File: config.mk
export PLATFORM = sky130hd
export DESIGN_NAME = sd_dat_block_rx_flat
export DESIGN_NICKNAME = d
export VERILOG_FILES = /design/src/rtl/sd_dat_block_rx_pkg.sv /design/src/rtl/sd_dat_block_rx_if.sv /design/src/rtl/sd_dat_block_rx_crc.sv /design/src/rtl/sd_dat_block_rx.sv /design/src/flat_wrapper.sv
export SDC_FILE = /design/constraint.sdc
export NUM_CORES = 1
export LEC_CHECK = 0
export BUFFER_PORTS_ARGS = -buffer_cell sky130_fd_sc_hd__clkbuf_2
export CAP_MARGIN = 40
export CORE_UTILIZATION = 29
export CTS_BUF_LIST = sky130_fd_sc_hd__clkbuf_16
export CTS_CLUSTER_SIZE = 40
export DETAILED_ROUTE_END_ITERATION = 10
export SETUP_SLACK_MARGIN = 0.15
export SYNTH_ARGS = -nofsm -noshare
export SYNTH_HDL_FRONTEND = slang
export SYNTH_SLANG_ARGS = --single-unit
File: constraint.sdc
create_clock -name clk -period 15.65 [get_ports clk]
set_input_delay 3.9125 -clock clk [delete_from_list [all_inputs] [get_ports clk]]
set_output_delay 3.9125 -clock clk [all_outputs]
set_load 0.01 [all_outputs]
File: src/rtl/sd_dat_block_rx_pkg.sv
// sd_dat_block_rx_pkg: shared states, register map and CRC16 step for the SD 4-bit data block receiver.
package sd_dat_block_rx_pkg;
   localparam logic [2:0] ST_IDLE = 3'd0;
   localparam logic [2:0] ST_WAIT = 3'd1;
   localparam logic [2:0] ST_DATA = 3'd2;
   localparam logic [2:0] ST_CRC  = 3'd3;
   localparam logic [2:0] ST_END  = 3'd4;
   typedef enum logic [1:0] {REG_CTRL, REG_DATA, REG_CLKDIV, REG_LEVEL} reg_addr_e;
   localparam logic [15:0] CRC16_POLY = 16'h1021;
   localparam int CTRL_START  = 0;
   localparam int CTRL_ABORT  = 1;
   localparam int CTRL_IRQ_EN = 2;
   function automatic logic [15:0] crc16_step(input logic [15:0] crc, input logic din);
      return {crc[14:0], 1'b0} ^ ({16{crc[15] ^ din}} & CRC16_POLY);
   endfunction
endpackage

File: src/rtl/sd_dat_block_rx_if.sv
// sd_dat_block_rx_if: Avalon-MM slave bus carrying CPU register accesses.
interface sd_dat_block_rx_if;
   logic [1:0]  address;
   logic        chipselect;
   logic        read;
   logic        write;
   logic [31:0] writedata;
   logic [31:0] readdata;
   modport master (output address, chipselect, read, write, writedata, input readdata);
   modport slave  (input address, chipselect, read, write, writedata, output readdata);
endinterface

File: src/rtl/sd_dat_block_rx_crc.sv
// sd_crc16_serial: bit-serial CRC16 (x^16+x^12+x^5+1, init 0) for one DAT line.
module sd_crc16_serial
   import sd_dat_block_rx_pkg::*;
(
   input  logic        clk,
   input  logic        rst,
   input  logic        clear_i,
   input  logic        en_i,
   input  logic        din_i,
   output logic [15:0] crc_o
);
   logic [15:0] crc_q;
   always_ff @(posedge clk or posedge rst)
      if (rst) crc_q <= '0;
      else if (clear_i) crc_q <= '0;
      else if (en_i) crc_q <= crc16_step(crc_q, din_i);
   assign crc_o = crc_q;
endmodule

File: src/rtl/sd_dat_block_rx.sv
// sd_dat_block_rx: receives one 4-bit SD data block, checks per-line CRC16 and end bit, buffers words for the CPU.
module sd_dat_block_rx
   import sd_dat_block_rx_pkg::*;
#(
   parameter int CLK_DIV       = 2,
   parameter int BLOCK_BYTES   = 512,
   parameter int TIMEOUT_EDGES = 65535,
   parameter int FIFO_DEPTH    = 8
) (
   input  logic                clk,
   input  logic                reset,
   sd_dat_block_rx_if.slave    bus,
   output logic                sd_clk_o,
   input  logic [3:0]          sd_dat_i,
   output logic                irq
);
   localparam int NW = $clog2(2 * BLOCK_BYTES);
   localparam int TW = $clog2(TIMEOUT_EDGES + 1);
   localparam int AW = $clog2(FIFO_DEPTH);

   logic [2:0]      state_q, state_d;
   logic [15:0]     div_q, hcnt_q;
   logic            sclk_q;
   logic [TW-1:0]   tcnt_q;
   logic [NW-1:0]   ncnt_q;
   logic [3:0]      ccnt_q, hi_q, crc_bits;
   logic [23:0]     word_q;
   logic            done_q, crc_err_q, timeout_q, irq_en_q;
   logic [AW-1:0]   wptr_q, rptr_q;
   logic [AW:0]     cnt_q;
   logic [31:0]     mem_q [FIFO_DEPTH];
   logic [15:0]     crc_w [4];

   logic rd, ctrl_wr, abort, start, busy, empty, full, pop, push, run, half, sd_edge;
   logic dat_edge, tlast;

   assign rd       = bus.chipselect & bus.read;
   assign ctrl_wr  = bus.chipselect & bus.write & (bus.address == REG_CTRL);
   assign abort    = ctrl_wr & bus.writedata[CTRL_ABORT];
   assign busy     = state_q != ST_IDLE;
   assign start    = ctrl_wr & bus.writedata[CTRL_START] & ~abort & ~busy;
   assign empty    = cnt_q == '0;
   assign full     = cnt_q == (AW+1)'(FIFO_DEPTH);
   assign pop      = rd & (bus.address == REG_DATA) & ~empty;
   // A full FIFO stalls the card clock only while payload is still arriving.
   assign run      = busy & ~abort & ~(state_q == ST_DATA & full & ~pop);
   assign half     = run & (hcnt_q >= div_q - 16'd1);
   assign sd_edge  = half & ~sclk_q;
   assign dat_edge = sd_edge & (state_q == ST_DATA);
   assign push     = dat_edge & (ncnt_q[2:0] == 3'b111);
   assign tlast    = tcnt_q == TW'(TIMEOUT_EDGES - 1);
   assign sd_clk_o = sclk_q;
   assign irq      = irq_en_q & (done_q | crc_err_q | timeout_q);

   for (genvar g = 0; g < 4; g++) begin : g_crc
      sd_crc16_serial u_crc (
         .clk     (clk),
         .rst     (reset),
         .clear_i (start),
         .en_i    (dat_edge),
         .din_i   (sd_dat_i[g]),
         .crc_o   (crc_w[g])
      );
      assign crc_bits[g] = crc_w[g][~ccnt_q];
   end

   always_comb begin
      state_d = state_q;
      if (sd_edge)
         case (state_q)
            ST_WAIT: state_d = (sd_dat_i == 4'h0) ? ST_DATA : tlast ? ST_IDLE : ST_WAIT;
            ST_DATA: state_d = (ncnt_q == NW'(2 * BLOCK_BYTES - 1)) ? ST_CRC : ST_DATA;
            ST_CRC:  state_d = (ccnt_q == 4'd15) ? ST_END : ST_CRC;
            ST_END:  state_d = ST_IDLE;
            default: state_d = state_q;
         endcase
      if (start) state_d = ST_WAIT;
      if (abort) state_d = ST_IDLE;
   end

   always_ff @(posedge clk or posedge reset)
      if (reset) begin
         state_q   <= ST_IDLE;
         div_q     <= 16'(CLK_DIV);
         hcnt_q    <= '0;
         sclk_q    <= 1'b0;
         tcnt_q    <= '0;
         ncnt_q    <= '0;
         ccnt_q    <= '0;
         hi_q      <= '0;
         word_q    <= '0;
         done_q    <= 1'b0;
         crc_err_q <= 1'b0;
         timeout_q <= 1'b0;
         irq_en_q  <= 1'b0;
         wptr_q    <= '0;
         rptr_q    <= '0;
         cnt_q     <= '0;
         bus.readdata <= '0;
      end else begin
         state_q <= state_d;
         hcnt_q  <= (~busy | half) ? '0 : hcnt_q + {15'b0, run};
         sclk_q  <= (abort | ~busy) ? 1'b0 : sclk_q ^ half;
         tcnt_q  <= start ? '0 : tcnt_q + TW'(sd_edge & (state_q == ST_WAIT));
         ncnt_q  <= start ? '0 : ncnt_q + NW'(dat_edge);
         ccnt_q  <= start ? '0 : ccnt_q + 4'(sd_edge & (state_q == ST_CRC));
         if (dat_edge & ~ncnt_q[0]) hi_q <= sd_dat_i;
         for (int b = 0; b < 3; b++)
            if (dat_edge & ncnt_q[0] & (ncnt_q[2:1] == 2'(b))) word_q[8*b +: 8] <= {hi_q, sd_dat_i};
         if (start) begin
            done_q    <= 1'b0;
            crc_err_q <= 1'b0;
            timeout_q <= 1'b0;
         end else if (sd_edge) begin
            if (state_q == ST_WAIT && sd_dat_i != 4'h0 && tlast) timeout_q <= 1'b1;
            if (state_q == ST_CRC && crc_bits != sd_dat_i) crc_err_q <= 1'b1;
            if (state_q == ST_END) begin
               done_q <= 1'b1;
               if (sd_dat_i != 4'hF) crc_err_q <= 1'b1;
            end
         end
         if (ctrl_wr) irq_en_q <= bus.writedata[CTRL_IRQ_EN];
         if (bus.chipselect & bus.write & (bus.address == REG_CLKDIV))
            div_q <= (bus.writedata[15:0] == 16'd0) ? 16'd1 : bus.writedata[15:0];
         wptr_q <= (start | abort) ? '0 : wptr_q + AW'(push);
         rptr_q <= (start | abort) ? '0 : rptr_q + AW'(pop);
         cnt_q  <= (start | abort) ? '0 : cnt_q + (AW+1)'(push) - (AW+1)'(pop);
         if (rd)
            bus.readdata <= (bus.address == REG_CTRL)   ? {27'b0, irq_en_q, timeout_q, crc_err_q, done_q, busy} :
                            (bus.address == REG_DATA)   ? (empty ? 32'd0 : mem_q[rptr_q]) :
                            (bus.address == REG_CLKDIV) ? {16'b0, div_q} :
                                                          {{(31-AW){1'b0}}, cnt_q};
      end

   always_ff @(posedge clk)
      if (push) mem_q[wptr_q] <= {hi_q, sd_dat_i, word_q};
endmodule

File: src/flat_wrapper.sv
// flat-port wrapper written by rule: the top's interface ports become plain ports
module sd_dat_block_rx_flat import sd_dat_block_rx_pkg::*;
#(
   parameter int CLK_DIV       = 2,
   parameter int BLOCK_BYTES   = 512,
   parameter int TIMEOUT_EDGES = 65535,
   parameter int FIFO_DEPTH    = 8
)
  (clk, reset, sd_clk_o, sd_dat_i, irq, bus_address, bus_chipselect, bus_read, bus_write, bus_writedata, bus_readdata);
  sd_dat_block_rx_if bus_i ();
  input  logic clk;
  input  logic reset;
  output logic sd_clk_o;
  input  logic [3:0] sd_dat_i;
  output logic irq;
  input wire logic [$bits(bus_i.address)-1:0] bus_address;
  input wire logic [$bits(bus_i.chipselect)-1:0] bus_chipselect;
  input wire logic [$bits(bus_i.read)-1:0] bus_read;
  input wire logic [$bits(bus_i.write)-1:0] bus_write;
  input wire logic [$bits(bus_i.writedata)-1:0] bus_writedata;
  output wire logic [$bits(bus_i.readdata)-1:0] bus_readdata;
  assign bus_i.address = bus_address;
  assign bus_i.chipselect = bus_chipselect;
  assign bus_i.read = bus_read;
  assign bus_i.write = bus_write;
  assign bus_i.writedata = bus_writedata;
  assign bus_readdata = bus_i.readdata;
  sd_dat_block_rx #(.CLK_DIV(CLK_DIV), .BLOCK_BYTES(BLOCK_BYTES), .TIMEOUT_EDGES(TIMEOUT_EDGES), .FIFO_DEPTH(FIFO_DEPTH)) u_core (.clk(clk), .reset(reset), .bus(bus_i), .sd_clk_o(sd_clk_o), .sd_dat_i(sd_dat_i), .irq(irq));
endmodule
======== Word-level counts from Yosys, hierarchy flattened ========
Memory sizes are Yosys's and may differ from the RTL's.
Index checks and enable logic that the tools add are counted.
word-level totals
  memories ................................ 1
  input bits .............................. 43
  flip-flop bits (word level) ............. 204
  RAM bits ................................ 256
  output and inout bits ................... 34
  logic and storage cells ................. 167
memories
  name          depth  width  read ports  clocked after Yosys merged registers in  write ports  RTL line               text
  u_core.mem_q  8      32     1           0                                        1            sd_dat_block_rx.sv:31  logic [31:0] mem_q [FIFO_DEPTH];
cells by class
  $lt $le $gt $ge ......................... 2
  bitwise gates (word level) .............. 48
  add/sub/neg operators ................... 9
  reduce and logical (&&, ||, !) cells .... 19
  equal/unequal tests ..................... 15
  multiplexer cells ....................... 50
operator list
  cell                                                number
  2-to-1 mux 16 bit                                   12
  2-to-1 mux 32 bit                                   3
  bitwise XOR 16 x 13 -> 16 bit                       4
  bitwise AND 1 bit                                   26
  2-to-1 mux 3 bit                                    7
  2-to-1 mux 1 bit                                    20
  adder 16 x 1 -> 16 bit                              1
  adder 16 bit                                        1
  binary-select mux 1 bit (select 4 bit)              4
  == test 16 bit, second input constant               1
  greater-or-equal comparator 16 bit                  1
  logical NOT 16 bit                                  1
  subtractor 16 x 1 -> 16 bit, second input constant  1
  case mux 3 bit (4 select lines)                     1
  adder 10 x 1 -> 10 bit                              1
  == test 10 bit, second input constant               1
  2-to-1 mux 10 bit                                   1
  == test 4 bit, second input constant                2
  logical NOT 4 bit                                   2
  2-to-1 mux 4 bit                                    2
  nonzero test 2 bit                                  4
  NOT 1 bit                                           7
  adder 3 x 1 -> 3 bit                                2
  == test 3 x 2 -> 1 bit, second input constant       2
  other kinds (19)                                    36

======== Depth between registers and ports, before layout ========
Gate-level depths: netlist (run 1).
  depth in word-level cells ............... 14
  gate-level depth with buffers ........... 23
  gate-level depth less buffers ........... 22

======== By module ========
A second synthesis (run 1) with hierarchy kept.
second synthesis, totals
  cell total of the unflattened synthesis .. 1307
  area, all modules ....................... 19859.0 µm²
by module, submodules not included
  module           times used  sequential area each (µm²)  area an instance (µm²)  cells an instance
  sd_dat_block_rx  1           11192.0                     17071.4                 1071
  sd_crc16_serial  4           400.4                       696.9                   59

======== Worst setup path after synthesis (run 1) ========
OpenSTA, ideal clock, no wires.
  path kind ............................... input port to flip-flop
  start ................................... input bus_address[0]
  end ..................................... memory u_core.mem_q[1][0] (enable)
  required time ........................... 15.189 ns
  stages .................................. 13
  slack ................................... 7.038 ns
  data arrival time ....................... 8.151 ns
  library setup time ...................... 0.461 ns
  buffers on the path ..................... 2
  cell sequence ........................... inv_1 a211o_1 or2_0 buf_2 a41oi_2 nand2_2 o21ai_0 ha_1 nand2_1 clkbuf_1 nor2_1 nand2_1 nor3_1
between the ends
  cells in the longest elaborated chain, start to end .. 13
RTL lines
  element                                   RTL line                text
  from (decl)                               flat_wrapper.sv:16      input wire logic [$bits(bus_i.address)-1:0] bus_address;
  == test 2 x 1 -> 1 bit                    sd_dat_block_rx.sv:44   assign pop = rd & (bus.address == REG_DATA) & ~empty;
  bitwise AND 1 bit (2 in a row)            sd_dat_block_rx.sv:44
  NOT 1 bit                                 sd_dat_block_rx.sv:46   assign run = busy & ~abort & ~(state_q == ST_DATA & full & ~pop);
  bitwise AND 1 bit                         sd_dat_block_rx.sv:46
  NOT 1 bit                                 sd_dat_block_rx.sv:46
  bitwise AND 1 bit *                       sd_dat_block_rx.sv:46
  bitwise AND 1 bit *                       sd_dat_block_rx.sv:47   assign half = run & (hcnt_q >= div_q - 16'd1);
  bitwise AND 1 bit *                       sd_dat_block_rx.sv:48   assign sd_edge = half & ~sclk_q;
  bitwise AND 1 bit *                       sd_dat_block_rx.sv:49   assign dat_edge = sd_edge & (state_q == ST_DATA);
  bitwise AND 1 bit *                       sd_dat_block_rx.sv:50   assign push = dat_edge & (ncnt_q[2:0] == 3'b111);
  2-to-1 mux 1 bit *                        sd_dat_block_rx.sv:136  if (push) mem_q[wptr_q] <= {hi_q, sd_dat_i, word_q};
  2-to-1 mux 1 bit (not written as such) *  sd_dat_block_rx.sv:136
  to (decl)                                 sd_dat_block_rx.sv:31
Mark *: on every way between the ends. The rest lies on a longest branch, timed or not.

======== Worst setup path in the final report (run 1) ========
  start ................................... input bus_address[0]
  end ..................................... register u_core.word_q[6]
between the ends
  cells in the longest elaborated chain, start to end .. 12
RTL lines
  element                           RTL line                text
  == test 2 x 1 -> 1 bit            sd_dat_block_rx.sv:44
  bitwise AND 1 bit (2 in a row)    sd_dat_block_rx.sv:44
  NOT 1 bit                         sd_dat_block_rx.sv:46
  bitwise AND 1 bit                 sd_dat_block_rx.sv:46
  NOT 1 bit                         sd_dat_block_rx.sv:46
  bitwise AND 1 bit *               sd_dat_block_rx.sv:46
  bitwise AND 1 bit *               sd_dat_block_rx.sv:47
  bitwise AND 1 bit *               sd_dat_block_rx.sv:48
  bitwise AND 1 bit *               sd_dat_block_rx.sv:49
  bitwise AND 1 bit * (2 in a row)  sd_dat_block_rx.sv:109  if (dat_edge & ncnt_q[0] & (ncnt_q[2:1] == 2'(b))) word_q[8*b +: 8] <= {hi_q, sd_dat_i};
  to (signal, indexed assignment)   sd_dat_block_rx.sv:109
  to (decl)                         sd_dat_block_rx.sv:27   logic [23:0] word_q;
Marks and branches as above.
A chain may end at the register's enable or synchronous reset.

==> impl_metrics.toml, run 1 <==
[power_and_ir_drop]
ir_worst_vdd_v = 0.00006482
power.leakage_nw = 8.625
p_per_area_mw_per_mm2 = 122.6

[yosys]
synth-edff-count = 256
ys_seq_area_share_pct = 65.43
synth_area_leader_cell = "edfxtp_1"
synthFlopType = "edfxtp_1"
ys.warnings.count = 0
mappedNetlistArea_mm2 = 0.01955
syn_area_per_cell_um2 = 14.25
synth_nets = 1453
ys_ff_latch = 460
synth.distinct_cells = 53
async_flop_share_pct = 44.35
yosysTopAreaCellShare_pct = 39.31
synthTopCellsByArea = "edfxtp_1, dfrtp_1, mux4_2"
synthCells = 1372

[timing]
finalCritPeriodShare_pct = 52.22
hold_ws_ps = 485.7
period_needed_ps = 8173
fmax_mhz = 122.4
worst_pin_slew_ps = 878.1
maxSlewViolCount = 0
setup-tns-final_ps = 0
rsz0062_at_grt = "no"
fin_skew_ps = 32.43
hold_viol = 0
relSlewSlack_pct = 41.29
setup_violations = 0

[floorplan]
fp.coreArea_mm2 = 0.06622
die_y_um = 261.7
fp.dieArea_mm2 = 0.06847
start_util_pct = 29.53
core.rowCount = 94
die_w_um = 261.7
io_pins = 77

[status]
status = "finished clean"

[drt]
wirelength_mm = 41.57
dr.pass1.iters = 5
vias = 11130
post-route-drc-count = 0
wl_per_cell_um = 17.78
ant_nets = 0
via_per_inst = 4.762
first_iter_violations = 742

[finish]
fillers = 6348
area_delta_synth_final_pct = 15.13
regArea_mm2 = 0.01280
n_antenna_cell = 0
drive_gt1_share_pct = 19.88
multiInputGateArea_mm2 = 0.006432
final_nets = 1517

[global_routing]
track_usage_pct = 12.41
grt_pass1_vias = 11450
grt_max_degree = 98
gr-total-overflow = 0
antenna_found_initial = 0
grt_pass1_wl_mm = 65.58

[place]
port_buffers = 60
place.gp.congestion = 0.7573
place.detailed.hpwl_mm = 24.95

[cts]
post-cts-setup-buffer-count = 0
tritoncts = "yes"
cts.path.max_buffers = 3
ctsHoldBuffers = 0
cts.sinks = 460
htree_levels = 2
postCtsResizedCells = 0
clk_latency_ps = 590
path_clk_slew_ps = 60
numCtsBuffers = 47
cts_root_buf = "clkbuf_16"

[setup_path]
reg2reg_slack_ps = 9690
setup.worst_path.start_class = "input port"
worstPathCellList = "clkbuf_2 > inv_1 > a211o_1 > or2_0 > a41oi_2 > nand2_2 > o21ai_0 > ha_1 > nand2_2 > buf_4 > inv_2 > buf_4 > ha_1 > nor3b_2 > mux2_2"
ff2ff_path_depth = 18
cp-startpoint = "bus_address[0]"
slowest_stage = "nor3b_2"
path_buf_inv = 5
timing.rr.end = "u_core.word_q[6]"
r2r-start = "u_core.div_q[5]"
required_ps = 16100
cp.depth = 15
crit_arrival_ps = 8620
crit_type = "in2reg"
path_delay_family = "buffers and inverters"
slowest_delay_ps = 720
crit_fanout = 67
worst_setup_path_end_kind = "register"
crit_end = "u_core.word_q[6]"

[run]
drv_cap = 0

[hold_path]
hold_depth = 2
min_from = "u_core.bus.readdata[26]"
hold_class = "reg2reg"
cell usage after synthesis (24+ instances only):
library cell  instances
mux4_2               80
o21ai_0              48
ha_1                 37
nor2_1               94
xor2_1               46
mux2i_1              37
inv_1                27
dfrtp_1             203
edfxtp_1            256
a21oi_1              96
xnor2_1              24
clkbuf_1             46
nand2_1             176
mux2_2               44
worst min path at each step:
stage / end / slack (ps)
floorplan: u_core.done_q / 490
global placement: u_core.bus.readdata[28] / 460
detailed placement: u_core.bus.readdata[25] / 470
CTS: u_core.bus.readdata[25] / 490
global route: u_core.bus.readdata[13] / 520
finish: u_core.bus.readdata[26] / 490
cells by family after synthesis:
| logic type | after synthesis | share of synthesized area (%) |
|---|---|---|
| compound gates | 171 | 4.863 |
| buf+inv | 99 | 2.054 |
| simple gates | 373 | 8.408 |
| fa+ha+maj | 38 | 2.470 |
| flops | 460 | 65.43 |
| mux | 161 | 13.64 |
| xor+xnor | 70 | 3.135 |
state kept, by name, summed over array words and instances, names as in the netlist, 3 cells and up:
register                  flops
u_core.div_q                 16
u_core.state_q                3
u_core.cnt_q                  4
u_core.word_q                24
u_core.ccnt_q                 4
u_core.wptr_q                 3
u_core.g_crc.u_crc.crc_o     64
u_core.ncnt_q                10
u_core.tcnt_q                16
u_core.hcnt_q                16
u_core.mem_q                256
u_core.hi_q                   4
u_core.bus.readdata          32
u_core.rptr_q                 3
placed cells by master, fill, tap and decap left out, types with 3 or more instances in the layout:
master       n
nor2_4       6
clkinv_2     4
a21o_1       6
edfxtp_1   256
nand4_1     13
clkbuf_2    60
a211oi_1     4
nand2b_1     3
inv_1       42
buf_16       6
nand2_2      3
nor2b_1      9
inv_6        3
and3_1       7
buf_4       19
nand3b_1     3
nor3_1      11
or3_1        8
o21ai_0     48
a31oi_1      3
mux4_2      80
bufinv_16    4
dfrtp_1    200
mux2_2      44
nand2_1    174
nor4_1       7
xnor2_1     24
clkbuf_16   47
and2_1       6
clkinv_1    11
or4_1        3
a21oi_1     96
xor2_1      46
ha_1        37
mux2i_1     37
nor2_1      88
nand3_1     21
per-layer routing:
metal	up-vias	GRT usage (%)	wire length, µm
met5	-	0	0
met4	0	4.409	1076
met3	66	1.939	1468
met2	191	21.51	20890
met1	5720	15.68	18130
li1	5156	-	-
stage by stage:
stage	setup slack, ps	power (mW)	util [%]	cells	instance area, µm²
after detailed placement	6929	1.729	31.80	2251	21060
after CTS	7493	2.802	34.00	2338	22510
after global routing	7215	2.877	34.00	2338	22510
after floorplan	6172	1.616	-	1372	19550
final	7477	2.760	34.00	2338	22510
after global placement	6914	1.708	31.50	2242	20860
tightest hold or removal path: cells and delay by family, from the launching register on:
kind	cells	cell delay, ps
AO/OA/AOI/OAI	1	60
AND/OR/NAND/NOR	1	50
flip-flops	1	350
cell type report:
type / count / share of cell area, %
inverter: 27 / 0.4835
clock buffer: 47 / 5.225
timing repair buffer: 87 / 2.818
tap: 864 / 4.802
sequential: 460 / 56.86
clock inverter: 40 / 1.239
multi-input combinational: 813 / 28.57
report_power, final:
group	switching, mW	internal, mW
clock network	0.456	0.610
logic	0.178	0.157
registers	0.0526	1.31
total	0.687	2.07
No activity file was read; power rests on OpenSTA's default activity.
==> inputs of run 2 (changes only) <==
- clock period: 15.65 -> 8.2 ns (I/O delays scaled with it)
==> impl_metrics.toml, run 2 (same netlist as run 1, synthesis figures left out) <==
[power_and_ir_drop]
power.leakage_nw = 8.631
seq_power_share_pct = 49.1
ir_worst_vdd_v = 0.0001331
swShare_pct = 24.84
p_per_area_mw_per_mm2 = 235.1
intPower_mw = 3.984
p_comb_share_pct = 11.6
p_switching_mw = 1.316
total_power_mw = 5.300
power.share.clock_pct = 39.4

[drt]
wl_per_cell_um = 18.00
ant_nets = 0
first_iter_violations = 669
vias = 11040
wirelength_mm = 42.14
dr.pass1.iters = 4
post-route-drc-count = 0
via_per_inst = 4.714

[global_routing]
gr-total-overflow = 0
track_usage_pct = 12.59
grt_max_degree = 83
grt_pass1_wl_mm = 66.36
antenna_found_initial = 0
grt_pass1_vias = 11490

[floorplan]
die_y_um = 261.7
start_util_pct = 29.53
fp.dieArea_mm2 = 0.06847
core.rowCount = 94
io_pins = 77
die_w_um = 261.7
fp.coreArea_mm2 = 0.06622

[finish]
n_antenna_cell = 0
fin_util_pct = 34.04
multiInputGateArea_mm2 = 0.006427
largest_reg_flops = 256
regMostFlops = "u_core.mem_q"
area_delta_synth_final_pct = 15.28
final_common_cell = "edfxtp_1"
regArea_mm2 = 0.01280
stdcell_count = 2341
drive_gt1_share_pct = 20.31
fillers = 6385
final_nets = 1521
post-route-cell-area_mm2 = 0.02254
layout_common_cells = "edfxtp_1, dfrtp_1, nand2_1"

[place]
placed_cell_area_mm2 = 0.02104
dp_cells = 2253
place.gp.congestion = 0.7452
place.detailed.hpwl_mm = 26.31
port_buffers = 60
post-place-ws_ps = 1960

[timing]
setup_violations = 0
period_needed_ps = 5612
finalCritPeriodShare_pct = 68.43
fmax_mhz = 178.2
rsz0062_at_grt = "no"
hold_ws_ps = 477.9
worst_pin_slew_ps = 861.4
hold_viol = 0
fin_skew_ps = 27.81
fin_ws_ps = 2588
relSlewSlack_pct = 41.79
setup-tns-final_ps = 0
maxSlewViolCount = 0

[hold_path]
hold_class = "reg2reg"

[cts]
numCtsBuffers = 48
path_clk_slew_ps = 60
clk_latency_ps = 580
ctsHoldBuffers = 0
post-cts-setup-buffer-count = 0
tritoncts = "yes"
htree_levels = 2
cts.path.max_buffers = 3
cts_root_buf = "clkbuf_16"
cts.sinks = 460
postCtsResizedCells = 0

[setup_path]
crit_fanout = 23
setup.worst_path.start_class = "input port"
crit_type = "in2reg"
required_ps = 8460
worstPathCellList = "clkbuf_2 > inv_1 > a211o_1 > or2_0 > a41oi_2 > nand2_2 > o21ai_0 > ha_1 > nand2_2 > or3_1 > nor2_4 > buf_4"
path_delay_family = "simple AND/OR/NAND/NOR gates"
slowest_delay_ps = 730
path_buf_inv = 3
worst_setup_path_end_kind = "register"
path_common_cell = "nand2_2"
crit_arrival_ps = 5870
slowest_stage = "nor2_4"

[run]
drv_cap = 0

[status]
status = "finished clean"
run 2: final timing paths:
| kind | from | end | slack (ps) | cells after the start |
|---|---|---|---|---|
| max | bus_address[0] | u_core.mem_q[4][31] | 2590 | 12 |
| min | u_core.bus.readdata[15] | u_core.bus.readdata[15] | 480 | 2 |
| min reg2reg | u_core.bus.readdata[15] | u_core.bus.readdata[15] | 480 | 2 |
| max reg2reg | u_core.div_q[5] | u_core.mem_q[4][31] | 2880 | 15 |
| max in group asynchronous | reset | u_core.bus.readdata[30] | 5250 | 5 |
| min in group asynchronous | reset | u_core.bus.readdata[0] | 1480 | 2 |
run 2: tightest hold or removal path, delay by kind of cell, from the launching register on:
family           cells  cell delay (ps)
flip-flops           1              340
AND/OR/NAND/NOR      1               50
AO/OA/AOI/OAI        1               60
run 2: area by class of cell:
type | count | share of cell area [%]
Timing Repair Buffer | 90 | 2.764
Clock buffer | 49 | 5.440
Sequential cell | 460 | 56.78
Multi-Input combinational cell | 813 | 28.51
Inverter | 27 | 0.4829
Tap cell | 864 | 4.796
Clock inverter | 38 | 1.221
run 2: layer usage:
metal,vias up,global-route usage [%],routed length (µm)
met5,-,0,0
met2,182,21.58,21100
met1,5614,16.12,18480
met3,60,2.238,1642
li1,5179,-,-
met4,0,3.989,920
run 2: power groups by stage:
stage	registers, mW	clock network [mW]	logic [mW]
after floorplan	2.59	0	0.496
after global placement	2.65	0	0.612
after detailed placement	2.65	0	0.629
after CTS	2.60	2.15	0.632
after global routing	2.62	2.24	0.686
final	2.60	2.09	0.613
==> inputs of run 3 (changes only) <==
- ABC_AREA: unset -> 1
- clock period: 8.2 -> 5.4 ns (I/O delays scaled with it)
==> impl_metrics.toml, run 3 <==
[status]
status = "finished clean"

[timing]
relSlewSlack_pct = 31.72
hold_viol = 0
period_needed_ps = 4821
fmax_mhz = 207.4
worst_pin_slew_ps = 1024
fin_skew_ps = 32.97
fin_ws_ps = 579.2
hold_ws_ps = 486.5
rsz0062_at_grt = "no"
setup_violations = 0
maxSlewViolCount = 0
finalCritPeriodShare_pct = 89.27

[yosys]
async_flop_share_pct = 44.35
ys_ff_latch = 460
synthTopCellsByArea = "edfxtp_1, dfrtp_1, nor2_1"
synth_area_leader_cell = "edfxtp_1"
synth_fa_ha_area_share_pct = 2.426
syn_area_per_cell_um2 = 10.67
synthMuxAreaShare_pct = 1.106
synth_nets = 1946
yosysMostFrequentCell = "nor2_1"
synth_compound_area_share_pct = 11.33
synth.distinct_cells = 50
synth-simple-area-share_pct = 13.80
synth_top_family_by_area = "simple AND/OR/NAND/NOR gates"
synth_common_cells = "nor2_1, edfxtp_1, nand2_1"
synthCells = 1865
ys.warnings.count = 0
yosysTopAreaCellShare_pct = 38.62
synth-edff-count = 256
synth_xor_area_share_pct = 1.848
mappedNetlistArea_mm2 = 0.01991
ys_seq_area_share_pct = 64.27
synthFlopType = "edfxtp_1"

[floorplan]
die_w_um = 264
start_util_pct = 29.48
io_pins = 77
core.rowCount = 95
die_y_um = 264
fp.coreArea_mm2 = 0.06751
fp.dieArea_mm2 = 0.06970

[cts]
cts.path.max_buffers = 3
cts_root_buf = "clkbuf_16"
ctsHoldBuffers = 0
cts.sinks = 460
tritoncts = "yes"
htree_levels = 2
clk_latency_ps = 590
path_clk_slew_ps = 60
numCtsBuffers = 48

[drt]
ant_nets = 0
vias = 13850
post-route-drc-count = 0
wl_per_cell_um = 16.98
first_iter_violations = 891
via_per_inst = 4.882
dr.pass1.iters = 5
wirelength_mm = 48.17

[place]
post-place-ws_ps = 217.3
place.detailed.hpwl_mm = 29.28
place.gp.congestion = 0.8284
port_buffers = 60

[finish]
n_antenna_cell = 0
final_common_cell = "nor2_1"
final_nets = 2006
layout_common_cells = "nor2_1, edfxtp_1, nand2_1"
area_delta_synth_final_pct = 15.11
largest_reg_flops = 256
regMostFlops = "u_core.mem_q"
drive_gt1_share_pct = 10.79

[setup_path]
crit_fanout = 14
slowest_delay_ps = 410
crit_type = "reg2reg"
timing.rr.end = "u_core.mem_q[3][5]"
ff2ff_path_depth = 25
r2r-start = "u_core.div_q[0]"
crit_arrival_ps = 5060
reg2reg_slack_ps = 580
worst_setup_path_end_kind = "register"
path_buf_inv = 7
slowest_stage = "dfrtp_1"
path_delay_family = "simple AND/OR/NAND/NOR gates"
required_ps = 5640
setup.worst_path.start_class = "register"
path_common_cell = "inv_1"

[hold_path]
hold_path_end = "u_core.bus.readdata[18]"
min_from = "u_core.bus.readdata[18]"
hold_class = "reg2reg"
hold_depth = 2

[global_routing]
grt_pass1_vias = 13830
grt_pass1_wl_mm = 76.28
grt_max_degree = 165
track_usage_pct = 13.77
gr-total-overflow = 0
antenna_found_initial = 1

[power_and_ir_drop]
power.leakage_nw = 9.241
ir_worst_vdd_v = 0.0002315
p_per_area_mw_per_mm2 = 407.7

[run]
drv_cap = 0
run 3: cell count changes in the layout (fill, tap and decap cells not counted), moves of 17 or more:
cell      previous run  this run
o32ai_1              2        34
inv_1               36       174
nand2_1            174       252
o211ai_1             0        17
xor2_1              46        27
o22ai_1              1        52
a21oi_1             96        39
nor2_1              88       287
mux4_2              80         0
nand3_1             21        59
o221ai_1             0        22
mux2_2              44         0
o21ai_0             48       166
run 3: kinds of logic (layout without fill, tap and decap cells):
group | Yosys count | count (layout)
DFF | 460 | 460
xor gates and xnor gates | 42 | 42
adders and majority gates | 38 | 38
and+or+nand+nor | 670 | 670
AOI/OAI and AO/OA | 371 | 371
muxes | 22 | 22
buffers and inverters | 262 | 361
run 3: power breakdown:
part	switching [mW]	internal, mW	total [mW]
Clock	1.36	1.91	3.26
Combinational	1.16	0.667	1.83
Sequential	0.318	3.93	4.25
Total	2.84	6.51	9.34
run 3: what timing repair did:
action,4_1_cts,5_1_grt
buffers inserted,0,1
gates resized for setup,0,18
endpoints found under the setup margin,0,339
run 3: final cells by class:
cell class | count | area, µm²
repair buffers | 95 | 621.8
inverters | 177 | 668.1
clock buffers | 48 | 1201
well taps | 873 | 1092
flip-flops and latches | 460 | 12800
fillers | 6685 | 44600
multi-input cells | 1143 | 6172
clock inverters | 41 | 357.8
run 3: per-stage QoR:
| stage | area [µm²] | instances | power (mW) | setup TNS, ps | util [%] |
|---|---|---|---|---|---|
| 2_1_floorplan | 19910 | 1865 | 5.583 | -126480 | - |
| 3_3_place_gp | 21230 | 2744 | 6.072 | 0 | 31.44 |
| 3_5_place_dp | 21260 | 2746 | 6.153 | 0 | 31.49 |
| 4_1_cts | 22820 | 2835 | 9.440 | 0 | 33.80 |
| 5_1_grt | 22910 | 2837 | 9.862 | 0 | 33.94 |
| 6_report | 22910 | 2837 | 9.343 | 0 | 33.94 |
run 3: how the worst max path moves through the flow:
stage,from,to,slack (ps),cells past startpoint
4_1_cts,u_core.div_q[0],u_core.mem_q[0][25],190,25
2_1_floorplan,u_core.div_q[0],u_core.mem_q[4][0],-660,24
5_1_grt,u_core.div_q[0],u_core.tcnt_q[15],100,27
3_3_place_gp,u_core.div_q[0],u_core.mem_q[3][22],220,25
6_report,u_core.div_q[0],u_core.mem_q[3][5],580,25
3_5_place_dp,u_core.div_q[0],u_core.mem_q[0][19],220,25
run 3: per-layer routing:
layer | GRT usage [%] | wire length, µm | part of all wire (%) | vias to the layer above
met1 | 16.90 | 20200 | 42 | 6868
met2 | 24.65 | 24630 | 51 | 320
li1 | - | - | - | 6588
met4 | 4.227 | 1142 | 2.4 | 2
met5 | 0 | 13 | 0.027 | -
met3 | 2.191 | 2182 | 4.5 | 72
run 3: worst register-to-register path, stage by stage, from the launching register on:
cell     delay [ps]
dfrtp_1         410
inv_1           130
ha_1            190
nand2_1         140
nor4_4          310
nand2_1         170
nor4_2          210
xor2_1          170
inv_1            60
ha_1            280
nand2_1          60
inv_1            50
nand3_1          90
nor3_2          200
nand3_1         100
nand3_1         160
nand2_2          90
inv_1            60
ha_1            170
inv_1           140
nor2_2          220
inv_2            80
nor3_4          250
nand2_2         190
nor3_2          220
buf_4           320
